### config.mk
export PLATFORM = sky130hd
export DESIGN_NAME = i2s_codec_master
export DESIGN_NICKNAME = d
export VERILOG_FILES = /design/src/rtl/i2s_pkg.sv /design/src/rtl/i2s_clk_gen.sv /design/src/rtl/i2s_codec_master.sv
export SDC_FILE = /design/constraint.sdc
export NUM_CORES = 1
export LEC_CHECK = 0
export ABC_AREA = 1
export CAP_MARGIN = 25
export CORE_ASPECT_RATIO = 1.5
export CORE_MARGIN = 5
export CORE_UTILIZATION = 51
export DETAILED_ROUTE_END_ITERATION = 6
export PLACE_DENSITY_LB_ADDON = 0.2
export RECOVER_POWER = 50
export SYNTH_ARGS = -nofsm -noshare
export SYNTH_HDL_FRONTEND = slang
export SYNTH_SLANG_ARGS = --single-unit
export TNS_END_PERCENT = 100
### constraint.sdc
create_clock -name clk_p -period 2.72 [get_ports clk_p]
set_input_delay 0.272 -clock clk_p [delete_from_list [all_inputs] [get_ports clk_p]]
set_output_delay 0.272 -clock clk_p [all_outputs]
set_load 0.005 [all_outputs]
### src/rtl/i2s_pkg.sv
// Shared I2S framing constants and slot helpers for the codec master
// and the I2S read/write blocks.
package i2s_pkg;

    localparam int          DATA_W_DEF = 32'd16;
    localparam int unsigned MSB_SLOT   = 32'd1;
    localparam logic        LEFT_LEVEL = 1'b0;  // lrclk level during the left half

    // True when a slot index carries one bit of a data_w-bit word.
    function automatic logic is_data_slot(input int unsigned slot, input int unsigned data_w);
        is_data_slot = (slot >= MSB_SLOT) && (slot < (MSB_SLOT + data_w));
    endfunction

endpackage

### src/rtl/i2s_clk_gen.sv
// Bit-clock divider and slot counter: derives bclk, lrclk, the bclk edge
// strobes and the frame-start strobe from the master clock.
module i2s_clk_gen
    import i2s_pkg::*;
#(
    parameter int MCLK_PER_BCLK = 32'd4,
    parameter int BCLK_PER_HALF = 32'd192
) (
    input  logic                             clk_p,
    input  logic                             rst,
    output logic                             bclk,
    output logic                             lrclk,
    output logic                             fall_stb,
    output logic                             rise_stb,
    output logic [$clog2(BCLK_PER_HALF)-1:0] slot,
    output logic                             frame_start
);

    localparam int DIV_W  = $clog2(MCLK_PER_BCLK);
    localparam int SLOT_W = $clog2(BCLK_PER_HALF);
    localparam logic [DIV_W-1:0]  DIV_LAST  = DIV_W'(MCLK_PER_BCLK - 32'd1);
    localparam logic [DIV_W-1:0]  DIV_RISE  = DIV_W'((MCLK_PER_BCLK / 32'd2) - 32'd1);
    localparam logic [SLOT_W-1:0] SLOT_LAST = SLOT_W'(BCLK_PER_HALF - 32'd1);

    logic [DIV_W-1:0]  div_r;
    logic [SLOT_W-1:0] slot_r;
    logic              bclk_r;
    logic              lrclk_r;
    logic              fall_s;
    logic              rise_s;
    logic              wrap_s;

    // Strobes mark the cycle whose closing edge moves bclk
    always_comb begin
        fall_s = (div_r == DIV_LAST);
        rise_s = (div_r == DIV_RISE);
        wrap_s = fall_s && (slot_r == SLOT_LAST);
    end

    // Divider, registered bit clock, slot counter and frame clock
    always_ff @(posedge clk_p or posedge rst) begin
        if (rst) begin
            div_r   <= {DIV_W{1'b0}};
            slot_r  <= {SLOT_W{1'b0}};
            bclk_r  <= 1'b0;
            lrclk_r <= LEFT_LEVEL;
        end else if (fall_s) begin
            div_r   <= {DIV_W{1'b0}};
            bclk_r  <= 1'b0;
            slot_r  <= wrap_s ? {SLOT_W{1'b0}} : (slot_r + SLOT_W'(1'b1));
            lrclk_r <= wrap_s ? ~lrclk_r : lrclk_r;
        end else begin
            div_r  <= div_r + DIV_W'(1'b1);
            bclk_r <= rise_s ? 1'b1 : bclk_r;
        end
    end

    assign bclk        = bclk_r;
    assign lrclk       = lrclk_r;
    assign fall_stb    = fall_s;
    assign rise_stb    = rise_s;
    assign slot        = slot_r;
    assign frame_start = wrap_s && (lrclk_r != LEFT_LEVEL);

endmodule

### src/rtl/i2s_codec_master.sv
// Codec-side I2S bus master: generates bclk/lrclk, serializes one mono sample
// per frame onto adcdat and deserializes the left-half word from dacdat.
module i2s_codec_master
    import i2s_pkg::*;
#(
    parameter int MCLK_PER_BCLK = 32'd4,
    parameter int BCLK_PER_HALF = 32'd192,
    parameter int DATA_W        = DATA_W_DEF
) (
    input  logic              clk_p,
    input  logic              rst,
    output logic              bclk,
    output logic              lrclk,
    output logic              adcdat,
    input  logic              dacdat,
    input  logic [DATA_W-1:0] tx_data,
    input  logic              tx_valid,
    output logic              tx_ready,
    output logic [DATA_W-1:0] rx_data,
    output logic              rx_valid,
    output logic              underrun
);

    localparam int SLOT_W = $clog2(BCLK_PER_HALF);
    localparam logic [SLOT_W-1:0] LSB_SLOT = SLOT_W'(MSB_SLOT + 32'(DATA_W) - 32'd1);

    logic              bclk_s;
    logic              lrclk_s;
    logic              fall_s;
    logic              rise_s;
    logic [SLOT_W-1:0] slot_s;
    logic              frame_s;

    logic              left_s;
    logic              tx_bit_s;
    logic              rx_bit_s;
    logic              rx_last_s;
    logic              accept_s;

    logic [DATA_W-1:0] tx_buf_r;
    logic              tx_ready_r;
    logic [DATA_W-1:0] tx_sh_r;
    logic [DATA_W-1:0] last_r;
    logic              adcdat_r;
    logic              underrun_r;
    logic [DATA_W-1:0] rx_sh_r;
    logic              rx_done_r;
    logic [DATA_W-1:0] rx_data_r;
    logic              rx_valid_r;

    i2s_clk_gen #(
        .MCLK_PER_BCLK (MCLK_PER_BCLK),
        .BCLK_PER_HALF (BCLK_PER_HALF)
    ) u_clk_gen (
        .clk_p       (clk_p),
        .rst         (rst),
        .bclk        (bclk_s),
        .lrclk       (lrclk_s),
        .fall_stb    (fall_s),
        .rise_stb    (rise_s),
        .slot        (slot_s),
        .frame_start (frame_s)
    );

    // Slot qualifiers: TX looks at the slot being entered, RX at the current one
    always_comb begin
        left_s    = (lrclk_s == LEFT_LEVEL);
        tx_bit_s  = fall_s && left_s && is_data_slot(32'(slot_s) + 32'd1, 32'(DATA_W));
        rx_bit_s  = rise_s && left_s && is_data_slot(32'(slot_s), 32'(DATA_W));
        rx_last_s = rx_bit_s && (slot_s == LSB_SLOT);
        accept_s  = tx_valid && tx_ready_r;
    end

    // TX holding buffer, frame-start load/underrun and MSB-first serializer
    always_ff @(posedge clk_p or posedge rst) begin
        if (rst) begin
            tx_buf_r   <= {DATA_W{1'b0}};
            tx_ready_r <= 1'b1;
            tx_sh_r    <= {DATA_W{1'b0}};
            last_r     <= {DATA_W{1'b0}};
            adcdat_r   <= 1'b0;
            underrun_r <= 1'b0;
        end else begin
            underrun_r <= frame_s && tx_ready_r;
            // A write landing on frame start with an empty buffer waits for the next frame
            if (accept_s) begin
                tx_buf_r   <= tx_data;
                tx_ready_r <= 1'b0;
            end else if (frame_s) begin
                tx_ready_r <= 1'b1;
            end
            if (frame_s) begin
                adcdat_r <= 1'b0;
                if (!tx_ready_r) begin
                    tx_sh_r <= tx_buf_r;
                    last_r  <= tx_buf_r;
                end else begin
                    tx_sh_r <= last_r;
                end
            end else if (tx_bit_s) begin
                adcdat_r <= tx_sh_r[DATA_W-1];
                tx_sh_r  <= {tx_sh_r[DATA_W-2:0], 1'b0};
            end else if (fall_s) begin
                adcdat_r <= 1'b0;
            end
        end
    end

    // RX deserializer on rising bclk, word published one cycle after the LSB
    always_ff @(posedge clk_p or posedge rst) begin
        if (rst) begin
            rx_sh_r    <= {DATA_W{1'b0}};
            rx_done_r  <= 1'b0;
            rx_data_r  <= {DATA_W{1'b0}};
            rx_valid_r <= 1'b0;
        end else begin
            if (rx_bit_s) begin
                rx_sh_r <= {rx_sh_r[DATA_W-2:0], dacdat};
            end
            rx_done_r  <= rx_last_s;
            rx_valid_r <= rx_done_r;
            if (rx_done_r) begin
                rx_data_r <= rx_sh_r;
            end
        end
    end

    assign bclk     = bclk_s;
    assign lrclk    = lrclk_s;
    assign adcdat   = adcdat_r;
    assign tx_ready = tx_ready_r;
    assign rx_data  = rx_data_r;
    assign rx_valid = rx_valid_r;
    assign underrun = underrun_r;

endmodule

==> summary.md, run 1 <==
| Metric | Value |
|---|---|
| Syn Nets | `approximately 530` |
| WS Path Type | `flip-flop to flip-flop` |
| Vias in the first global route | `3069` |
| Layout Nets | `564` |
| Area of the core | `~8400 sq um` |
| I/O pin count | `42` |
| Max stage delay on crit path | `about 0.48 ns` |
| Crit path max-delay cell type | `dfrtp_1` |
| Crit start category | `flip-flop` |
| Clk buf depth | `2` |
| Sw Share | `23.66%` |
| Top cells by instance count after synthesis | `nand2_1 (181), dfrtp_1 (96), o21ai_0 (53), inv_1 (43), nor2_1 (27)` |
| FILL cells | `~720` |
| Gate Count Post-Synth | `roughly 500` |
| Worst vdd ir | `between 0.4 and 0.5 mV` |
| Synth warn | `0` |
| Flop pwr share | `51.2%` |
| RePlAce Congestion | `about 0.81` |
| DR DRC count | `0` |
| Die extent in x | `85.07 um` |
| Initial Util | `51.55%` |
| Post-CTS Setup Repair Bufs | `0` |
| PnR worst setup slack | `0.6614 ns` |
| PortBufs | `just over 40` |
| Final count of hold timing violations | `0` |
| Routed wire per std cell | `between 10 and 15 um` |
| Global-route wire length before repair | `approximately 14 mm` |
| Largest net degree at the start of global routing | `55` |
| Area growth, synth to finish | `18.40%` |
| P_int | `~2.4 mW` |
| Pre-CTS setup slack | `between 0.6 and 0.7 ns` |
| Psw | `roughly 0.73 mW` |
| Crit share post-route | `about three quarters` |
| Final cell count without fillers | `about 650` |
| Slew headroom | `approximately two fifths` |
| Post-Route WL | `a little under 8 mm` |
| Clock power share | `41.3%` |
| Synth async-reset ratio | `100.0%` |
| Max Cap Viol | `0` |
| H-tree depth | `3` |
| Pwr Density | `604.8 nW/um^2` |
| Final-report setup violation count | `0` |
| CTS clock-pin slew for the worst setup and hold paths | `about 0.07 ns` |
| Antenna violations before repair | `0` |
| Status | `finished clean` |
| Die ar. | `about 10000 sq um` |
| Clock Skew | `between 0.009 and 0.01 ns` |
| Inst Count DP | `between 600 and 700` |
| Count leader, synth | `nand2_1` |
| Syn Std Cell Area | `~4300 sq um` |
| Syn_area_per_cell | `~8.6 sq um` |
| Root Buffer | `clkbuf_16` |
| Post-synth top flop | `dfrtp_1` |
| Post-route ant nets | `0` |
| Routed vias | `approximately 3200` |
| DP HPWL | `between 5 and 6 mm` |
| Required time worst endpoint | `about 3 ns` |
| FP Rows | `between 40 and 50` |
| CTS tree | `done` |
| Total gr overflow | `0` |
| Part of the Yosys area used for sequential elements | `56.34%` |
| Die height | `122.6 um` |
| Gate power share | `7.5%` |
| Area leader, netlist | `dfrtp_1` |
| CP max FO | `32` |
| Worst-Margin Slew | `around 0.88 ns` |
| Cell Chain, Critical Path | `ha_1 > nand3_2 > nor2_2 > nand2_2 > nor2_4 > nand3_4 > clkinv_2 > nand2_1 > nand2_1 > nand2_1 > nand2_1` |
| All-Layer GR Usage | `16.39%` |
| Accumulated negative setup slack | `0 ns` |
| Maximum clock rate | `~0.5 GHz` |
| Hold Crit Class | `flip-flop to flip-flop` |
| Final slew viol count | `0` |
| CP arrival | `2.34 ns` |
| Seq cells post-synth | `97` |
| Vias per cell | `around 5` |
| RSZ-0062 raised after global routing | `false` |
| Critical Path Sink Type | `flip-flop` |
| # resized after CTS | `0` |
| Minimum clock period after layout | `2.059 ns` |
| Post-synth EDFFs | `0` |
| Layout cell share with drive strength beyond 1 | `8.118%` |
| Post-CTS Hold Buffers | `0` |
| Yosys top cell area share | `between 50% and 60%` |
| Leak pwr | `between 2 and 2.5 nW` |
| CTS Sinks | `slightly below 100` |
| Largest cells by area after synthesis | `dfrtp_1 (56%), nand2_1 (16%), o21ai_0 (6.2%)` |
| Yosys cell types | `32` |
| Detailed Route Iter0 Violations | `130` |
| Most frequent CP cell | `nand2_1` |
| Antenna diode count | `0` |
| 1st-pass router iterations | `4` |
| Clk Latency, worst-skew pair | `around 0.34 ns` |
| TritonCTS Buffers | `9` |
| Final core utilization | `approximately 60%` |
[stage by stage]
step	area [sq um]	power [mW]	hold slack [ns]
after floorplan	4314	1.756	0.3519
after global placement	4805	1.832	0.4413
after detailed placement	4805	1.841	0.4517
after CTS	5106	3.132	0.2521
after global routing	5104	3.227	0.4588
final	5104	3.086	0.4576
[power by group through the flow]
stage	clock (mW)	sequential (mW)	combinational, mW
floorplan	0	1.59	0.163
global placement	0	1.60	0.229
detailed placement	0	1.61	0.234
CTS	1.32	1.58	0.236
global route	1.36	1.59	0.276
finish	1.28	1.58	0.230
[area by class of cell]
cell class                      instances  area, sq um  area share, %
Timing Repair Buffer                   46        473.0          9.267
Clock buffer                            9        225.2          4.413
Multi-Input combinational cell        337         1588          31.11
Inverter                               47        178.9          3.506
Tap cell                              107        133.9          2.623
Clock inverter                          6        76.32          1.495
Sequential cell                        97         2429          47.59
[final timing paths]
kind                                               startpoint                      endpoint  slack (ns)  cells after the start
worst max register to register  u_clk_gen.slot[0]$_DFFE_PP0P_        tx_sh_r[2]$_DFFE_PP0P_        0.66                     11
min in group asynchronous                                 rst       rx_data[11]$_DFFE_PP0P_        0.47                      2
worst min register to register   u_clk_gen.div_r[0]$_DFF_PP0_  u_clk_gen.div_r[0]$_DFF_PP0_        0.46                      1
max in group asynchronous                                 rst  u_clk_gen.div_r[0]$_DFF_PP0_        1.55                      3
worst min-delay path             u_clk_gen.div_r[0]$_DFF_PP0_  u_clk_gen.div_r[0]$_DFF_PP0_        0.46                      1
worst max-delay path            u_clk_gen.slot[0]$_DFFE_PP0P_        tx_sh_r[2]$_DFFE_PP0P_        0.66                     11
[cell families after synthesis]
family,synth area share (%)
AND/OR/NAND/NOR,24.91
flip-flops,56.34
AO/OA/AOI/OAI,8.679
buffers and inverters,6.821
adder cells (fa/ha/maj),1.742
multiplexers,1.306
XOR/XNOR,0.2032
[registers in the layout, indices dropped and copies added (netlist names)]
register / count
adcdat: 1
tx_buf_r: 16
u_clk_gen.slot: 8
u_clk_gen.lrclk: 1
u_clk_gen.bclk: 1
u_clk_gen.div_r: 2
underrun: 1
rx_valid: 1
rx_sh_r: 16
last_r: 16
rx_done_r: 1
rx_data: 16
tx_sh_r: 16
tx_ready: 1
[per-layer routing]
metal / GRT usage, % / vias to the layer above / part of all wire [%] / wire length, um
li1: - / 1660 / - / -
met1: 19.14 / 1499 / 44 / 3420
met2: 28.31 / 52 / 50 / 3933
met3: 4.634 / 13 / 4.6 / 358
met4: 6.535 / 0 / 1.8 / 142
met5: 0 / - / 0 / 0
[critical path, delay by kind of cell, from the launching register on]
kind,cells,cell delay [ns]
fa+ha+maj,1,0.29
simple gates,9,0.90
flops,1,0.48
buf+inv,1,0.33
[cells in the final DEF (no fill, tap or decap), types with 3 or more instances in the layout]
| cell type | count |
|---|---|
| a21oi_1 | 18 |
| buf_4 | 3 |
| clkbuf_16 | 9 |
| clkdlybuf4s50_1 | 40 |
| dfrtp_1 | 96 |
| ha_1 | 6 |
| inv_1 | 42 |
| mux2_2 | 5 |
| nand2_1 | 181 |
| nand2_2 | 4 |
| nand3_1 | 23 |
| nand4_1 | 4 |
| nor2_1 | 27 |
| o21ai_0 | 53 |
Note: power is estimated with default switching activity, not from simulation.
==> run 2: changes to the inputs <==
Settings changed: CORE_UTILIZATION 51 to 57.
Clock period 2.72 ns to 2.05 ns, I/O delays scaled along.
==> summary.md, run 2 (synthesis results as in run 1) <==
| Metric | Value |
|---|---|
| Status | `finished clean` |
| Vias in the first global route | `3174 (+3.4%)` |
| Clk buf depth | `2 (unchanged)` |
| Antenna violations before repair | `0 (unchanged)` |
| Global-route wire length before repair | `13.57 mm (-0.25%)` |
| Routed wire per std cell | `12.21 um (+0.92%)` |
| Die height | `116.5 um (-5.0%)` |
| Post-Route WL | `7.915 mm (+0.76%)` |
| Inst Count DP | `628 (-0.95%)` |
| Clock Skew | `0.008887 ns (-0.0001581 ns)` |
| Pwr Density | `721.8 nW/um^2 (+19%)` |
| DR top layer | `met4` |
| Met1 WL | `3.522 mm (+3.0%)` |
| Worst-Margin Slew | `1.280 ns (+0.3974 ns)` |
| Vias per cell | `5.029 (+1.2%)` |
| Final count of hold timing violations | `0 (unchanged)` |
| FP Rows | `38 (-7.3%)` |
| Maximum clock rate | `0.5321 GHz (+9.5%)` |
| Antenna diode count | `0 (unchanged)` |
| Total gr overflow | `0 (unchanged)` |
| Worst hold slack | `0.3586 ns (-0.09899 ns)` |
| Root Buffer | `clkbuf_8` |
| Met3 routed WL | `332 um (-7.3%)` |
| Leading cell types in the layout, fill and taps excluded | `nand2_1 (181), dfrtp_1 (94), o21ai_0 (51)` |
| FILL cells | `608 (-15%)` |
| All-Layer GR Usage | `18.56% (+2.2 points)` |
| Initial Util | `58.87% (+7.3 points)` |
| Worst vdd ir | `0.7156 mV (+77%)` |
| Hold path startpoint | `tx_data[10]` |
| Hold path endpoint | `tx_buf_r[10]$_DFFE_PP0P_` |
| DP HPWL | `5.281 mm (-1.1%)` |
| Area of the multi-input gates | `1602 sq um (+0.87%)` |
| Final slew viol count | `0 (unchanged)` |
| Layout cell share with drive strength beyond 1 | `9.489% (+1.4 points)` |
| Register area | `2431 sq um (+0.10%)` |
| Crit share post-route | `91.68% (+16 points)` |
| 1st-pass router iterations | `5 (+1)` |
| Largest net degree at the start of global routing | `98 (+78%)` |
| TritonCTS Buffers | `9 (unchanged)` |
| CTS tree | `done` |
| Critical Path Sink Type | `flip-flop` |
| CP arrival | `2.15 ns (-0.19 ns)` |
| H-tree depth | `3 (unchanged)` |
| R2R cell count | `11 (unchanged)` |
| Routed vias | `3259 (+1.1%)` |
| Final-report setup violation count | `0 (unchanged)` |
| Max Cap Viol | `0 (unchanged)` |
| RePlAce Congestion | `0.8808 (+8.8%)` |
| RR Endpoint | `tx_sh_r[12]$_DFFE_PP0P_` |
| Post-CTS Hold Buffers | `0 (unchanged)` |
| Area growth, synth to finish | `16.98%` |
| Crit start category | `flip-flop` |
| Die ar. | `9437 sq um (-9.5%)` |
| Post-route ant nets | `0 (unchanged)` |
| PortBufs | `41 (unchanged)` |
| CP max FO | `34 (+6.3%)` |
| Hold depth | `3 (+2)` |
| Leak pwr | `2.473 nW (-1.1%)` |
| CTS Sinks | `97 (unchanged)` |
| Final core utilization | `68.87% (+7.8 points)` |
| Accumulated negative setup slack | `0 ns (unchanged)` |
| Slew headroom | `14.65% (-26 points)` |
| Clk Latency, worst-skew pair | `0.37 ns (+0.03 ns)` |
| CTS clock-pin slew for the worst setup and hold paths | `0.09 ns (+0.02 ns)` |
| Detailed Route Iter0 Violations | `160 (+23%)` |
| Most common cell after layout, fill and taps aside | `nand2_1` |
| Minimum clock period after layout | `1.879 ns (-0.1792 ns)` |
| Flop2flop setup slack | `0.17 ns (-0.49 ns)` |
| DR DRC count | `0 (unchanged)` |
| Hold Crit Class | `input port to flip-flop` |
| WS Path Type | `flip-flop to flip-flop` |
| Final cell count without fillers | `648 (-0.15%)` |
| Worst flop-to-flop path startpoint | `u_clk_gen.slot[0]$_DFFE_PP0P_` |
| Required time worst endpoint | `2.32 ns (-0.68 ns)` |
| Metal2 WL | `3.908 mm (-0.64%)` |
| Layout Nets | `569 (+0.89%)` |
| I/O pin count | `42 (unchanged)` |
| Die extent in x | `81 um (-4.8%)` |
| Area of the core | `7322 sq um (-12%)` |
[run 2: cell types whose count changed in the layout (fill, tap and decap cells not counted), sizes merged]
cell,before,now
inv,47,46
clkbuf,9,13
buf,5,8
[run 2: repair_timing]
action                     CTS  global route
gates resized for setup      2             7
setup buffers                2             2
pin swaps                    0             2
setup endpoints to repair   15            29
[run 2: report_power, final]
part | internal (mW) | switching (mW) | total (mW) | leakage [nW]
clock | 0.596 | 0.653 | 1.25 | 0.103
combinational | 0.128 | 0.169 | 0.297 | 1.09
sequential | 2.03 | 0.0637 | 2.09 | 1.28
[run 2: worst max path at each step]
stage                              end  cells after the start                          start  slack [ns]
2_1_floorplan   tx_sh_r[1]$_DFFE_PP0P_                     13  u_clk_gen.slot[0]$_DFFE_PP0P_        0.30
3_3_place_gp    tx_sh_r[6]$_DFFE_PP0P_                     12  u_clk_gen.slot[0]$_DFFE_PP0P_        0.06
3_5_place_dp    tx_sh_r[8]$_DFFE_PP0P_                     11  u_clk_gen.slot[0]$_DFFE_PP0P_       -0.07
4_1_cts         tx_sh_r[1]$_DFFE_PP0P_                     11  u_clk_gen.slot[1]$_DFFE_PP0P_        0.05
5_1_grt         tx_sh_r[2]$_DFFE_PP0P_                     11  u_clk_gen.slot[0]$_DFFE_PP0P_      -0.007
6_report       tx_sh_r[12]$_DFFE_PP0P_                     11  u_clk_gen.slot[0]$_DFFE_PP0P_        0.17
[run 2: routing by layer]
| metal | global-route usage (%) | up-vias |
|---|---|---|
| li1 | - | 1657 |
| met1 | 21.89 | 1525 |
| met4 | 6.877 | 0 |
| met2 | 31.98 | 62 |
| met3 | 5.324 | 15 |
| met5 | 0 | - |
[run 2: layout make-up]
type                            instances  share of cell area, %
Multi-Input combinational cell        337                  31.76
Sequential cell                        97                  48.21
Clock inverter                          5                  1.067
Clock buffer                           11                  2.804
Timing Repair Buffer                   51                  10.05
Tap cell                              100                  2.481
Inverter                               47                  3.623
[run 2: critical path, stage by stage (launching register included)]
cell and delay (ns):
dfrtp_2 0.43, ha_2 0.24, nand3_2 0.12, nor2_2 0.14, nand2_2 0.10, nor2_4 0.12
nand3_4 0.08, buf_4 0.26, nand2_1 0.12, nand2_1 0.06, nand2_1 0.06, nand2_1 0.05
[run 2: metrics by stage]
step | total power [mW] | setup WS (ns) | instance area [sq um]
after global placement | 2.428 | 0.06327 | 4791
after floorplan | 2.330 | 0.2982 | 4314
after global routing | 3.810 | -0.007168 | 5042
after CTS | 3.678 | 0.05164 | 5036
after detailed placement | 2.436 | -0.06534 | 4791
final | 3.639 | 0.1706 | 5042
